<file path="src/rtl/aes_enc_pkg.sv">
// Shared types and constants for the AES-256 encryption datapath stages.
package aes_enc_pkg;

    localparam logic [7:0] AES_POLY_RED = 8'h1b;
    localparam int         N_STATE      = 16;
    localparam int         N_COL        = 4;

    typedef logic [15:0][7:0] state_t;
    typedef logic [3:0][7:0]  col_t;

    typedef enum logic [1:0] {
        IDLE,
        CALC,
        DONE
    } enc_mix_state_t;

endpackage

</file>
<file path="src/rtl/mod_enc_mixcol_column.sv">
// Combinational MixColumns transform of a single column; element 0 is row 0.
module mod_enc_mixcol_column
    import aes_enc_pkg::*;
(
    input  logic [3:0][7:0] col_i,
    output logic [3:0][7:0] col_o
);

    function automatic logic [7:0] xtime(input logic [7:0] a);
        return {a[6:0], 1'b0} ^ (a[7] ? AES_POLY_RED : 8'h00);
    endfunction

    function automatic logic [7:0] mul3(input logic [7:0] a);
        return xtime(a) ^ a;
    endfunction

    assign col_o[0] = xtime(col_i[0]) ^ mul3(col_i[1]) ^ col_i[2] ^ col_i[3];
    assign col_o[1] = col_i[0] ^ xtime(col_i[1]) ^ mul3(col_i[2]) ^ col_i[3];
    assign col_o[2] = col_i[0] ^ col_i[1] ^ xtime(col_i[2]) ^ mul3(col_i[3]);
    assign col_o[3] = mul3(col_i[0]) ^ col_i[1] ^ col_i[2] ^ xtime(col_i[3]);

endmodule

</file>
<file path="src/rtl/mod_enc_mixcolumns.sv">
// AES MixColumns stage: captures a row-major state, processes one column per
// cycle through a shared column unit, and holds the result with valid/done.
module mod_enc_mixcolumns
    import aes_enc_pkg::*;
#(
    parameter int N    = N_STATE,
    parameter int NCOL = N_COL
) (
    input  logic              clk,
    input  logic              resetn,
    input  logic [N-1:0][7:0] inp,
    input  logic              start,
    input  logic              bypass,
    output logic              busy,
    output logic              done,
    output logic              outp_valid,
    output logic [N-1:0][7:0] outp
);

    localparam int COL_W = $clog2(NCOL);

    enc_mix_state_t    fsm_q, fsm_d;
    logic [COL_W-1:0]  col_q, col_d;
    logic [N-1:0][7:0] state_q, state_d;
    logic              bypass_q, bypass_d;
    logic [N-1:0][7:0] outp_q, outp_d;
    logic              outp_valid_q, outp_valid_d;

    logic [3:0][7:0]   col_in;
    logic [3:0][7:0]   col_mixed;
    logic [3:0][7:0]   col_wr;

    // The column selected by the counter feeds the single shared transform.
    always_comb begin
        col_in = '0;
        for (int r = 0; r < NCOL; r++) begin
            col_in[r] = state_q[NCOL*r + int'(col_q)];
        end
    end

    mod_enc_mixcol_column u_column (
        .col_i (col_in),
        .col_o (col_mixed)
    );

    assign col_wr = bypass_q ? col_in : col_mixed;

    always_comb begin
        fsm_d        = fsm_q;
        col_d        = col_q;
        state_d      = state_q;
        bypass_d     = bypass_q;
        outp_d       = outp_q;
        outp_valid_d = outp_valid_q;
        case (fsm_q)
            IDLE, DONE: begin
                if (start) begin
                    state_d      = inp;
                    bypass_d     = bypass;
                    col_d        = '0;
                    outp_valid_d = 1'b0;
                    fsm_d        = CALC;
                end else begin
                    fsm_d        = IDLE;
                end
            end
            CALC: begin
                for (int r = 0; r < NCOL; r++) begin
                    outp_d[NCOL*r + int'(col_q)] = col_wr[r];
                end
                col_d = col_q + 1'b1;
                if (col_q == COL_W'(NCOL - 1)) begin
                    fsm_d        = DONE;
                    outp_valid_d = 1'b1;
                end
            end
            default: fsm_d = IDLE;
        endcase
    end

    always_ff @(posedge clk or negedge resetn) begin
        if (!resetn) begin
            fsm_q        <= IDLE;
            col_q        <= '0;
            state_q      <= '0;
            bypass_q     <= 1'b0;
            outp_q       <= '0;
            outp_valid_q <= 1'b0;
        end else begin
            fsm_q        <= fsm_d;
            col_q        <= col_d;
            state_q      <= state_d;
            bypass_q     <= bypass_d;
            outp_q       <= outp_d;
            outp_valid_q <= outp_valid_d;
        end
    end

    assign busy       = (fsm_q == CALC);
    assign done       = (fsm_q == DONE);
    assign outp_valid = outp_valid_q;
    assign outp       = outp_q;

endmodule

</file>
<file path="config.mk">
export PLATFORM = sky130hd
export DESIGN_NAME = mod_enc_mixcolumns
export DESIGN_NICKNAME = d
export VERILOG_FILES = /design/src/rtl/aes_enc_pkg.sv /design/src/rtl/mod_enc_mixcol_column.sv /design/src/rtl/mod_enc_mixcolumns.sv
export SDC_FILE = /design/constraint.sdc
export NUM_CORES = 1
export LEC_CHECK = 0
export BUFFER_PORTS_ARGS = -buffer_cell sky130_fd_sc_hd__buf_2
export CAP_MARGIN = 30
export CORE_MARGIN = 1.5
export CORE_UTILIZATION = 55
export CTS_CLUSTER_DIAMETER = 100
export DETAILED_ROUTE_END_ITERATION = 12
export GPL_TIMING_DRIVEN = 0
export PLACE_DENSITY = 0.78
export SKIP_CTS_REPAIR_TIMING = 1
export SLEW_MARGIN = 20
export SYNTH_ARGS = -nofsm -noshare
export SYNTH_HDL_FRONTEND = slang
export SYNTH_SLANG_ARGS = --single-unit
</file>
<file path="constraint.sdc">
create_clock -name clk -period 2.95 [get_ports clk]
set_clock_uncertainty 0.05 [all_clocks]
set_input_delay 0.59 -clock clk [delete_from_list [all_inputs] [get_ports clk]]
set_output_delay 0.59 -clock clk [all_outputs]
set_load 0.01 [all_outputs]
</file>
# After elaboration in Yosys (flattened, before gate mapping)
# Cells that the tools add are included.
# Widths: inputs -> output; s select.
# totals
reg_bits,262
out_inout_bits,131
elab_cells,119
# classes
n_addsub,4
magnitude_cmp,8
eq_ne,5
n_mux,36
bitwise,20
n_reduce_logical,10
# op_table
cell,n
$bwmux 128,4
$xor 8x8->8,19
$bmux 8 s4,3
$demux 8 s4,3
$mux 8,11
$mux 32,1
$mux 5,4
$bmux 8 s2,1
$demux 8 s2,1
$add 4x2->5 const A,2
$ge 5x1->1 const B,2
$lt 5x5->1 const B,2
$pmux 2 s2,2
$xor 8x5->8,1
$lt 2x5->1 const B,1
$lt 4x5->1 const B,1
$add 3x2->4 const A,1
$eq 2x2->1 const B,2
$ge 4x1->1 const B,1
$logic_and 1x1->1,4
$mux 2,2
$reduce_and 2->1,2
$mux 1,3
$reduce_and 3->1,1
other kinds (9),9

# Longest topological paths before layout
# Gate-level depths: netlist of run 1.
# logic_depth
depth_word,15
mapped_depth,9
mapped_depth_nobuf,7

# Hierarchy
# Synthesis of run 1 repeated with hierarchy kept, for this count alone.
# unflattened
hier_cells,1351
hier_area_um2,13148.9
# by_module_without_submodules
module,n_inst,cells_each,area_each_um2
mod_enc_mixcolumns,1,1266,11833.8
mod_enc_mixcol_column,1,85,1315.0

# Worst setup path before layout of run 1
# Ideal clock, no wire load.
# synth_timing
path_type,reg2reg
startpoint,register col_q[0]
endpoint,register outp_q (netlist bit outp[67])
arrival_ns,2.136
required_time_ns,2.823
slack_ns,0.687
path_stages_with_launch,8
n_path_buf,3
cell_sequence,dfrtp_1 -> buf_6 -> buf_6 -> mux4_2 -> buf_6 -> xnor2_4 -> xnor3_1 -> o21ai_1
# synth_between
elab_chain_cells,15
elab_cells_between_ends,58
cone_classes,3 x add/sub; 6 x order compare; 26 x mux; 20 x bitwise; 3 x reduce/logical
# synth_lines
element,line,text
start: declaration,mod_enc_mixcolumns.sv:23,"logic [COL_W-1:0] col_q, col_d;"
start signal: assignment,mod_enc_mixcolumns.sv:91,col_q <= col_d;
$add 3x2->4,"mod_enc_mixcolumns.sv:37, mod_enc_mixcolumns.sv:69",
$bmux 8 s4,mod_enc_mixcolumns.sv:37,col_in[r] = state_q[NCOL*r + int'(col_q)];
$mux 8 (not written as such) (2 in series),mod_enc_mixcolumns.sv:37,
$mux 5,mod_enc_mixcol_column.sv:10,"return {a[6:0], 1'b0} ^ (a[7] ? AES_POLY_RED : 8'h00);"
$xor 8x8->8,mod_enc_mixcol_column.sv:10,
$xor 8x8->8,mod_enc_mixcol_column.sv:14,return xtime(a) ^ a;
$xor 8x8->8 (3 in series),mod_enc_mixcol_column.sv:17,assign col_o[0] = xtime(col_i[0]) ^ mul3(col_i[1]) ^ col_i[2] ^ col_i[3];
$mux 32,mod_enc_mixcolumns.sv:46,assign col_wr = bypass_q ? col_in : col_mixed;
$bwmux 128 (3 in series),mod_enc_mixcolumns.sv:69,outp_d[NCOL*r + int'(col_q)] = col_wr[r];
$bwmux 128 (*),mod_enc_mixcolumns.sv:69,
end signal: assignment,mod_enc_mixcolumns.sv:94,outp_q <= outp_d;
end: declaration,mod_enc_mixcolumns.sv:26,"logic [N-1:0][7:0] outp_q, outp_d;"
# Mark *: on every way between the ends. The rest lies on a longest branch, timed or not. The select of a mux whose other input is x is not followed.
# A chain may end at the register's enable or synchronous reset.

# Final worst setup path of run 1
# layout_timing
startpoint,register col_q[1]
endpoint,register outp_q (netlist bit outp[27])
# Same word-level chain as after synthesis.

==> results of run 1 <==
cell usage after synthesis, types with 4 or more instances:
library cell	n
o21ai_1	39
buf_2	7
ha_1	4
mux4_2	32
xnor2_4	7
buf_6	7
clkbuf_1	70
nand2_1	394
a22oi_1	128
xor3_1	10
buf_4	7
xor2_1	14
xnor2_1	7
dfrtp_1	262
o21ai_0	91
xnor3_1	34
sequential cells by signal (all words and copies together) (netlist names):
register / flops
outp: 128
state_q: 128
col_q: 2
fsm_q: 2
bypass_q: 1
outp_valid: 1
per-layer routing:
layer | up-vias | GRT usage | share of wire
met5 | - | 0 | 0.00027
met4 | 2 | 0.108 | 0.032
met3 | 84 | 0.0627 | 0.093
met2 | 572 | 0.521 | 0.47
met1 | 5020 | 0.441 | 0.40
li1 | 4502 | - | -
tightest hold or removal path, cell delays in order:
cell     delay (ns)
buf_2          0.07
nand2_1        0.04
nand2_1        0.05
logic make-up (layout without fill, tap and decap cells):
group | Yosys count | count (layout) | synth area share
simple gates | 407 | 407 | 0.125
buf+inv | 96 | 408 | 0.0373
xor+xnor | 77 | 77 | 0.118
compound gates | 259 | 259 | 0.130
fa+ha+maj | 4 | 4 | 0.00403
mux | 32 | 32 | 0.0580
flops | 262 | 262 | 0.527
per-stage QoR:
step / setup TNS (ns) / setup slack, ns
3_3_place_gp: -877.38 / -3.38
6_report: 0 / 0.122
3_5_place_dp: 0 / 0.221
2_1_floorplan: 0 / 0.687
5_1_grt: 0 / 0.0193
4_1_cts: 0 / 0.117
worst max-delay path by stage:
stage / end / cells after the start
finish: outp[27] / 7
CTS: outp[19] / 7
detailed placement: outp[19] / 7
floorplan: outp[67] / 7
global placement: state_q[83] / 1
global route: outp[19] / 7
cell type report:
type	count	share of cell area
clock inverters	11	0.0105
multi-input cells	779	0.359
repair buffers	266	0.0938
flip-flops and latches	262	0.435
inverters	4	0.000996
well taps	280	0.0232
clock buffers	36	0.0484
plain buffers	91	0.0295
placed cells by master (no fill, tap or decap), types with 4 or more instances in the layout:
| master | n |
|---|---|
| a22oi_1 | 128 |
| buf_2 | 268 |
| buf_4 | 7 |
| buf_6 | 7 |
| bufinv_16 | 4 |
| clkbuf_1 | 76 |
| clkbuf_16 | 27 |
| clkinv_2 | 6 |
| dfrtp_1 | 262 |
| ha_1 | 4 |
| mux4_2 | 32 |
| nand2_1 | 394 |
| o21ai_0 | 91 |
| o21ai_1 | 39 |
| xnor2_1 | 7 |
| xnor2_4 | 7 |
| xnor3_1 | 34 |
| xor2_1 | 14 |
| xor3_1 | 10 |
==> results.sh, run 1 <==
export IMPL_routedWlPerCell_um=21.5
export IMPL_crit_slowest_cell="xnor3_1"
export IMPL_fin_cells=1729
export IMPL_r2r_cells=7
export IMPL_tritoncts="done"
export IMPL_cp_max_fo=10
export IMPL_synth_top_area_share=0.527
export IMPL_fin_area_sq_mm=0.0151
export IMPL_crit_chain="buf_4 > buf_4 > mux4_2 > buf_6 > xor2_1 > xnor3_1 > o21ai_0"
export IMPL_final_seq_area_sq_mm=0.00656
export IMPL_vias=10180
export IMPL_drcViolationCount=0
export IMPL_cp_required_ns=3.36
export IMPL_period_minus_slack_ns=2.83
export IMPL_rr_startpoint="col_q[1]"
export IMPL_cp_end_kind="flip-flop"
export IMPL_yosysUniqueCellTypes=28
export IMPL_synth_edf_count=0
export IMPL_crit_start="col_q[1]"
export IMPL_worstSetupStartpointType="flip-flop"
export IMPL_yosysWarnings=0
export IMPL_synth_area_sq_mm=0.0124
export IMPL_clk_pin_slew_worst_paths_ns=0.06
export IMPL_synth_top_cell_by_area="dfrtp_1"
export IMPL_rsz0062_at_grt="no"
export IMPL_fin_crit_sh=0.959
export IMPL_synth_ff_type="dfrtp_1"
export IMPL_io_pins=263
export IMPL_syn_inst=1137
export IMPL_synthesis_nets=1273
export IMPL_drive_above_1_share=0.258
export IMPL_status="complete, no violations"
export IMPL_clock_sinks=262
export IMPL_start_util=0.564
export IMPL_arrival_ns=3.23
export IMPL_numCtsBuffers=27
export IMPL_antenna_found_initial=1
export IMPL_hold_viol=0
export IMPL_die_h_um=153
export IMPL_dp_cells=1682
export IMPL_min_from="inp[13]"
export IMPL_fp_coreArea_sq_mm=0.0220
export IMPL_clock_path_buffers=3
export IMPL_finish_utilization=0.685
export IMPL_ant_nets=0
export IMPL_timing_hold_ws_ns=0.187
export IMPL_r2r_end="outp[27]"
export IMPL_std_cell_rows=54
export IMPL_hold_path_endpoint="state_q[13]"
export IMPL_worst_pin_slew_ns=0.598
export IMPL_grt_usage=0.322
export IMPL_crit_type="flip-flop to flip-flop"
export IMPL_n_fill_cell=1674
export IMPL_synthTopCellsByArea="dfrtp_1 53%, nand2_1 12%, a22oi_1 7.7%"
export IMPL_grt_pass1_wl_um=57900
export IMPL_gp_congestion=0.888
export IMPL_async_flop_share=1.00
export IMPL_fp_dieW_um=153
export IMPL_drt_vias_per_instance=5.89
export IMPL_holdPathStages=3
export IMPL_first_iter_violations=875
export IMPL_dp_hpwl_um=26500
export IMPL_hold_class="input pin to flip-flop"
export IMPL_htree_num_levels=1
export IMPL_routed_wl_um=37200
export IMPL_multi_input_comb_area_sq_mm=0.00541
export IMPL_synth_area_per_cell_sq_um=10.9
export IMPL_area_growth_pct=21.3
export IMPL_cts_root_buf="clkbuf_16"
export IMPL_critPathMaxStageDelay_ns=0.61
export IMPL_first_pass_iters=7
export IMPL_fmax_mhz=354
export IMPL_gr_total_overflow=0
export IMPL_grt_max_degree=94
export IMPL_finish_net_count=1567
export IMPL_n_antenna_cell=0
export IMPL_cp_top_family="XOR/XNOR gates"
export IMPL_cp_num_buf_inv=3
export IMPL_setup_viol=0
export IMPL_yosysSeqAreaShare=0.527
export IMPL_insertion_delay_ns=0.54
export IMPL_rrSetupSlack_ns=0.12
export IMPL_dieArea_sq_mm=0.0235
export IMPL_timing_final_max_slew_violations=0
export IMPL_io_buffer_count=262
export IMPL_dpl_cell_area_sq_mm=0.0142
export IMPL_ys_seq_elements=262
export IMPL_grt_pass1_vias=10199
export IMPL_cp_common_cell="buf_4"
export IMPL_slew_headroom=0.601
export IMPL_maxCapViolations=0
Power of run 1 is left out: the tool's default activity adds up to more than one toggle a clock period on the data nets, which glitch-free logic cannot reach.
==> inputs of run 2 (changes only) <==
- RECOVER_POWER: default -> 100
==> run 2 against run 1 <==
Against the previous run: setup slack worse by 0.042 ns; core utilization down 1.0 points; register-to-register slack worse by 0.04 ns; final cell count unchanged; cell area down 1.5%; via count down 0.79%; maximum frequency down 1.5%; non-clock buffer count unchanged; critical path type unchanged; largest cell class unchanged.
==> results.sh, run 2 (synthesis results as in run 1) <==
export IMPL_status="complete, no violations"
export IMPL_fin_crit_sh=0.973
export IMPL_start_util=0.564
export IMPL_worstSetupStartpointType="flip-flop"
export IMPL_cp_required_ns=3.36
export IMPL_io_pins=263
export IMPL_tritoncts="done"
export IMPL_dpl_cell_area_sq_mm=0.0142
export IMPL_drcViolationCount=0
export IMPL_routed_wl_um=37400
export IMPL_drive_above_1_share=0.166
export IMPL_antenna_found_initial=1
export IMPL_io_buffer_count=262
export IMPL_critPathMaxStageDelay_ns=0.62
export IMPL_rrSetupSlack_ns=0.08
export IMPL_cts_root_buf="clkbuf_16"
export IMPL_postLayoutSetupSlackWorst_ns=0.0802
export IMPL_rr_startpoint="col_q[1]"
export IMPL_cp_max_fo=10
export IMPL_cp_common_cell="buf_4"
export IMPL_hold_viol=0
export IMPL_multi_input_comb_area_sq_mm=0.00540
export IMPL_ant_nets=0
export IMPL_post_place_ws_ns=0.221
export IMPL_grt_pass1_wl_um=57900
export IMPL_numCtsBuffers=27
export IMPL_gp_congestion=0.888
export IMPL_routedWlPerCell_um=21.6
export IMPL_clock_path_buffers=3
export IMPL_layout_commonest_cell="nand2_1"
export IMPL_final_seq_area_sq_mm=0.00656
export IMPL_min_from="inp[13]"
export IMPL_r2r_end="outp[19]"
export IMPL_hold_path_endpoint="state_q[13]"
export IMPL_worst_pin_slew_ns=1.23
export IMPL_grt_max_degree=94
export IMPL_holdPathStages=3
export IMPL_clock_sinks=262
export IMPL_vias=10100
export IMPL_area_growth_pct=19.5
export IMPL_rsz0062_at_grt="no"
export IMPL_arrival_ns=3.28
export IMPL_cp_end_kind="flip-flop"
export IMPL_std_cell_rows=54
export IMPL_fin_area_sq_mm=0.0149
export IMPL_drt_vias_per_instance=5.84
export IMPL_grt_usage=0.322
export IMPL_crit_chain="buf_4 > buf_4 > mux4_2 > buf_6 > xor2_1 > xnor3_1 > o21ai_0"
export IMPL_period_minus_slack_ns=2.87
export IMPL_first_iter_violations=861
export IMPL_finish_net_count=1567
export IMPL_fp_coreArea_sq_mm=0.0220
export IMPL_fp_dieW_um=153
export IMPL_insertion_delay_ns=0.54
export IMPL_final_cell_mix="394 x nand2_1, 262 x dfrtp_1, 207 x clkbuf_1"
export IMPL_dieArea_sq_mm=0.0235
export IMPL_n_antenna_cell=0
export IMPL_hold_class="input pin to flip-flop"
export IMPL_setup_viol=0
export IMPL_die_h_um=153
export IMPL_n_fill_cell=1740
export IMPL_r2r_cells=7
export IMPL_htree_num_levels=1
export IMPL_crit_slowest_cell="xnor3_1"
export IMPL_grt_pass1_vias=10199
export IMPL_timing_final_max_slew_violations=0
export IMPL_gr_total_overflow=0
export IMPL_final_setup_tns_ns=0
export IMPL_clk_pin_slew_worst_paths_ns=0.06
export IMPL_slew_headroom=0.182
export IMPL_maxCapViolations=0
export IMPL_fmax_mhz=348
export IMPL_first_pass_iters=7
export IMPL_crit_type="flip-flop to flip-flop"
export IMPL_dp_hpwl_um=26500
[run 2: cell types whose count changed in the layout (fill, tap and decap cells not counted), sizes merged]
cell    delta
buf      -137
clkbuf   +137
[run 2: per-layer routing]
metal  track usage  vias to the layer above  part of all wire
met2         0.521                      527              0.47
met1         0.441                     4992              0.41
met4         0.108                        2             0.033
met3        0.0627                       85             0.084
met5             0                        -           0.00027
li1              -                     4494                 -
[run 2: cell type report]
class	count	share of cell area
Sequential cell	262	0.441
Multi-Input combinational cell	779	0.363
Timing Repair Buffer	266	0.0813
Clock buffer	36	0.0491
Buffer	91	0.0298
Tap cell	280	0.0236
Clock inverter	11	0.0106
Inverter	4	0.00101
[run 2: worst max path at each step]
stage	endpoint	cells after the start	start	slack, ns
6_report	outp[19]	7	col_q[1]	0.08
5_1_grt	outp[19]	7	col_q[1]	0.02
4_1_cts	outp[19]	7	col_q[1]	0.12
3_5_place_dp	outp[19]	7	col_q[1]	0.22
3_3_place_gp	state_q[83]	1	resetn	-3.38
2_1_floorplan	outp[67]	7	col_q[0]	0.69
[run 2: metrics by stage]
step,util,std cells,hold slack (ns)
2_1_floorplan,-,1137,0.244
3_3_place_gp,0.640,1679,0.403
3_5_place_dp,0.644,1682,0.408
4_1_cts,0.684,1729,-0.0861
5_1_grt,0.674,1729,0.193
6_report,0.674,1729,0.185
[run 2: critical path: cells and delay by family (launching register included)]
family | cells | cell delay (ns)
flops | 1 | 0.38
mux | 1 | 0.41
compound gates | 1 | 0.22
buf+inv | 3 | 0.67
xor+xnor | 2 | 1.05
Power of run 2 is left out for the same reason.
==> inputs of run 3 (changes only) <==
- CORE_MARGIN: 1.5 -> 3
- CORE_UTILIZATION: 55 -> 50
- PLACE_DENSITY: 0.78 -> 0.75
- clock period: 2.95 -> 2.3 ns (I/O delays scaled with it)
==> run 3 against run 2 <==
Against the previous run: die area grew 14%; non-clock buffer count grew 62; final cell count grew 6.2%; largest cell class unchanged; count of clock-buffer cells in the layout grew 2; highest routed layer is now met4; first-iteration DRC count grew 49%; maximum frequency grew 11%; setup slack lost 0.36 ns; the run now ends with setup timing left.
==> results.sh, run 3 (synthesis results as in run 1) <==
export IMPL_status="finished, violations left"
export IMPL_violations="setup timing"
export IMPL_area_growth_pct=30.0
export IMPL_htree_num_levels=1
export IMPL_timing_final_max_slew_violations=0
export IMPL_clk_pin_slew_worst_paths_ns=0.06
export IMPL_period_minus_slack_ns=2.58
export IMPL_cp_end_kind="flip-flop"
export IMPL_setup_viol=128
export IMPL_clock_sinks=262
export IMPL_numCtsBuffers=27
export IMPL_first_iter_violations=1280
export IMPL_crit_type="flip-flop to flip-flop"
export IMPL_maxCapViolations=0
export IMPL_grt_pass1_vias=10012
export IMPL_antenna_found_initial=0
export IMPL_worst_pin_slew_ns=1.22
export IMPL_first_pass_iters=5
export IMPL_drive_above_1_share=0.267
export IMPL_hold_viol=0
export IMPL_dpl_cell_area_sq_mm=0.0142
export IMPL_grt_pass1_wl_um=57600
export IMPL_fin_crit_sh=1.12
export IMPL_fp_dieW_um=164
export IMPL_n_antenna_cell=0
export IMPL_vias=10667
export IMPL_hold_class="input pin to flip-flop"
export IMPL_gp_congestion=0.907
export IMPL_grt_usage=0.283
export IMPL_cts_root_buf="clkbuf_16"
export IMPL_slew_headroom=0.187
export IMPL_final_cell_mix="394 x nand2_1, 261 x dfrtp_1, 184 x clkbuf_1"
export IMPL_io_pins=263
export IMPL_clock_path_buffers=3
export IMPL_std_cell_rows=57
export IMPL_worstSetupStartpointType="flip-flop"
export IMPL_fp_coreArea_sq_mm=0.0244
export IMPL_cp_max_fo=6
export IMPL_postLayoutSetupSlackWorst_ns=-0.281
export IMPL_routedWlPerCell_um=22.0
export IMPL_tritoncts="done"
export IMPL_drt_vias_per_instance=5.81
export IMPL_fmax_mhz=387
export IMPL_dieArea_sq_mm=0.0268
export IMPL_arrival_ns=2.98
export IMPL_fin_area_sq_mm=0.0162
export IMPL_rsz0062_at_grt="yes"
export IMPL_insertion_delay_ns=0.54
export IMPL_die_h_um=164
export IMPL_routed_wl_um=40400
export IMPL_finish_net_count=1630
export IMPL_ant_nets=0
export IMPL_io_buffer_count=262
export IMPL_start_util=0.510
export IMPL_layout_commonest_cell="nand2_1"
export IMPL_dp_hpwl_um=27300
export IMPL_cp_required_ns=2.70
export IMPL_drcViolationCount=0
export IMPL_gr_total_overflow=0
export IMPL_grt_max_degree=97
run 3: cell type report:
type	instances	area, sq um
fill	1908	8230
sequential	262	6560
multi-input combinational	780	5820
timing repair buffer	331	1830
clock buffer	38	787
buffer	88	559
tap	324	405
clock inverter	10	185
inverter	4	15.0
run 3: worst paths after layout:
check / from / to / slack (ns) / cells after the start
worst min-delay path: inp[29] / state_q[29] / 0.06 / 3
worst max-delay path: col_q[0] / outp[84] / -0.28 / 6
worst min register to register: state_q[21] / state_q[21] / 0.42 / 2
max in group asynchronous: resetn / state_q[84] / 0.07 / 4
min in group asynchronous: resetn / outp[21] / 0.68 / 2
worst max register to register: col_q[0] / outp[84] / -0.28 / 6
run 3: layer usage:
| layer | track usage | vias up | share of wire |
|---|---|---|---|
| li1 | - | 4648 | - |
| met1 | 0.389 | 5272 | 0.40 |
| met2 | 0.459 | 637 | 0.47 |
| met3 | 0.0538 | 110 | 0.095 |
| met4 | 0.0927 | 0 | 0.037 |
| met5 | 0 | - | 0 |
run 3: through the flow:
stage	hold slack (ns)	instances	setup TNS [ns]	util	worst slack, ns
after floorplan	0.114	1137	0	-	0.0371
after global placement	0.404	1723	-1060.54	0.580	-3.95
after detailed placement	0.407	1725	-39.40	0.583	-0.476
after CTS	-0.112	1773	-42.58	0.623	-0.490
after global routing	0.0604	1837	-48.83	0.663	-0.361
final	0.0620	1837	-20.00	0.663	-0.281
run 3: critical path, stage by stage, from the launching register on:
cell and delay, ns:
dfrtp_2 0.41, buf_12 0.17, buf_16 0.15, mux4_2 0.60, xor3_1 0.45, xnor3_2 0.50
o21ai_1 0.15
Power of run 3 is left out for the same reason.
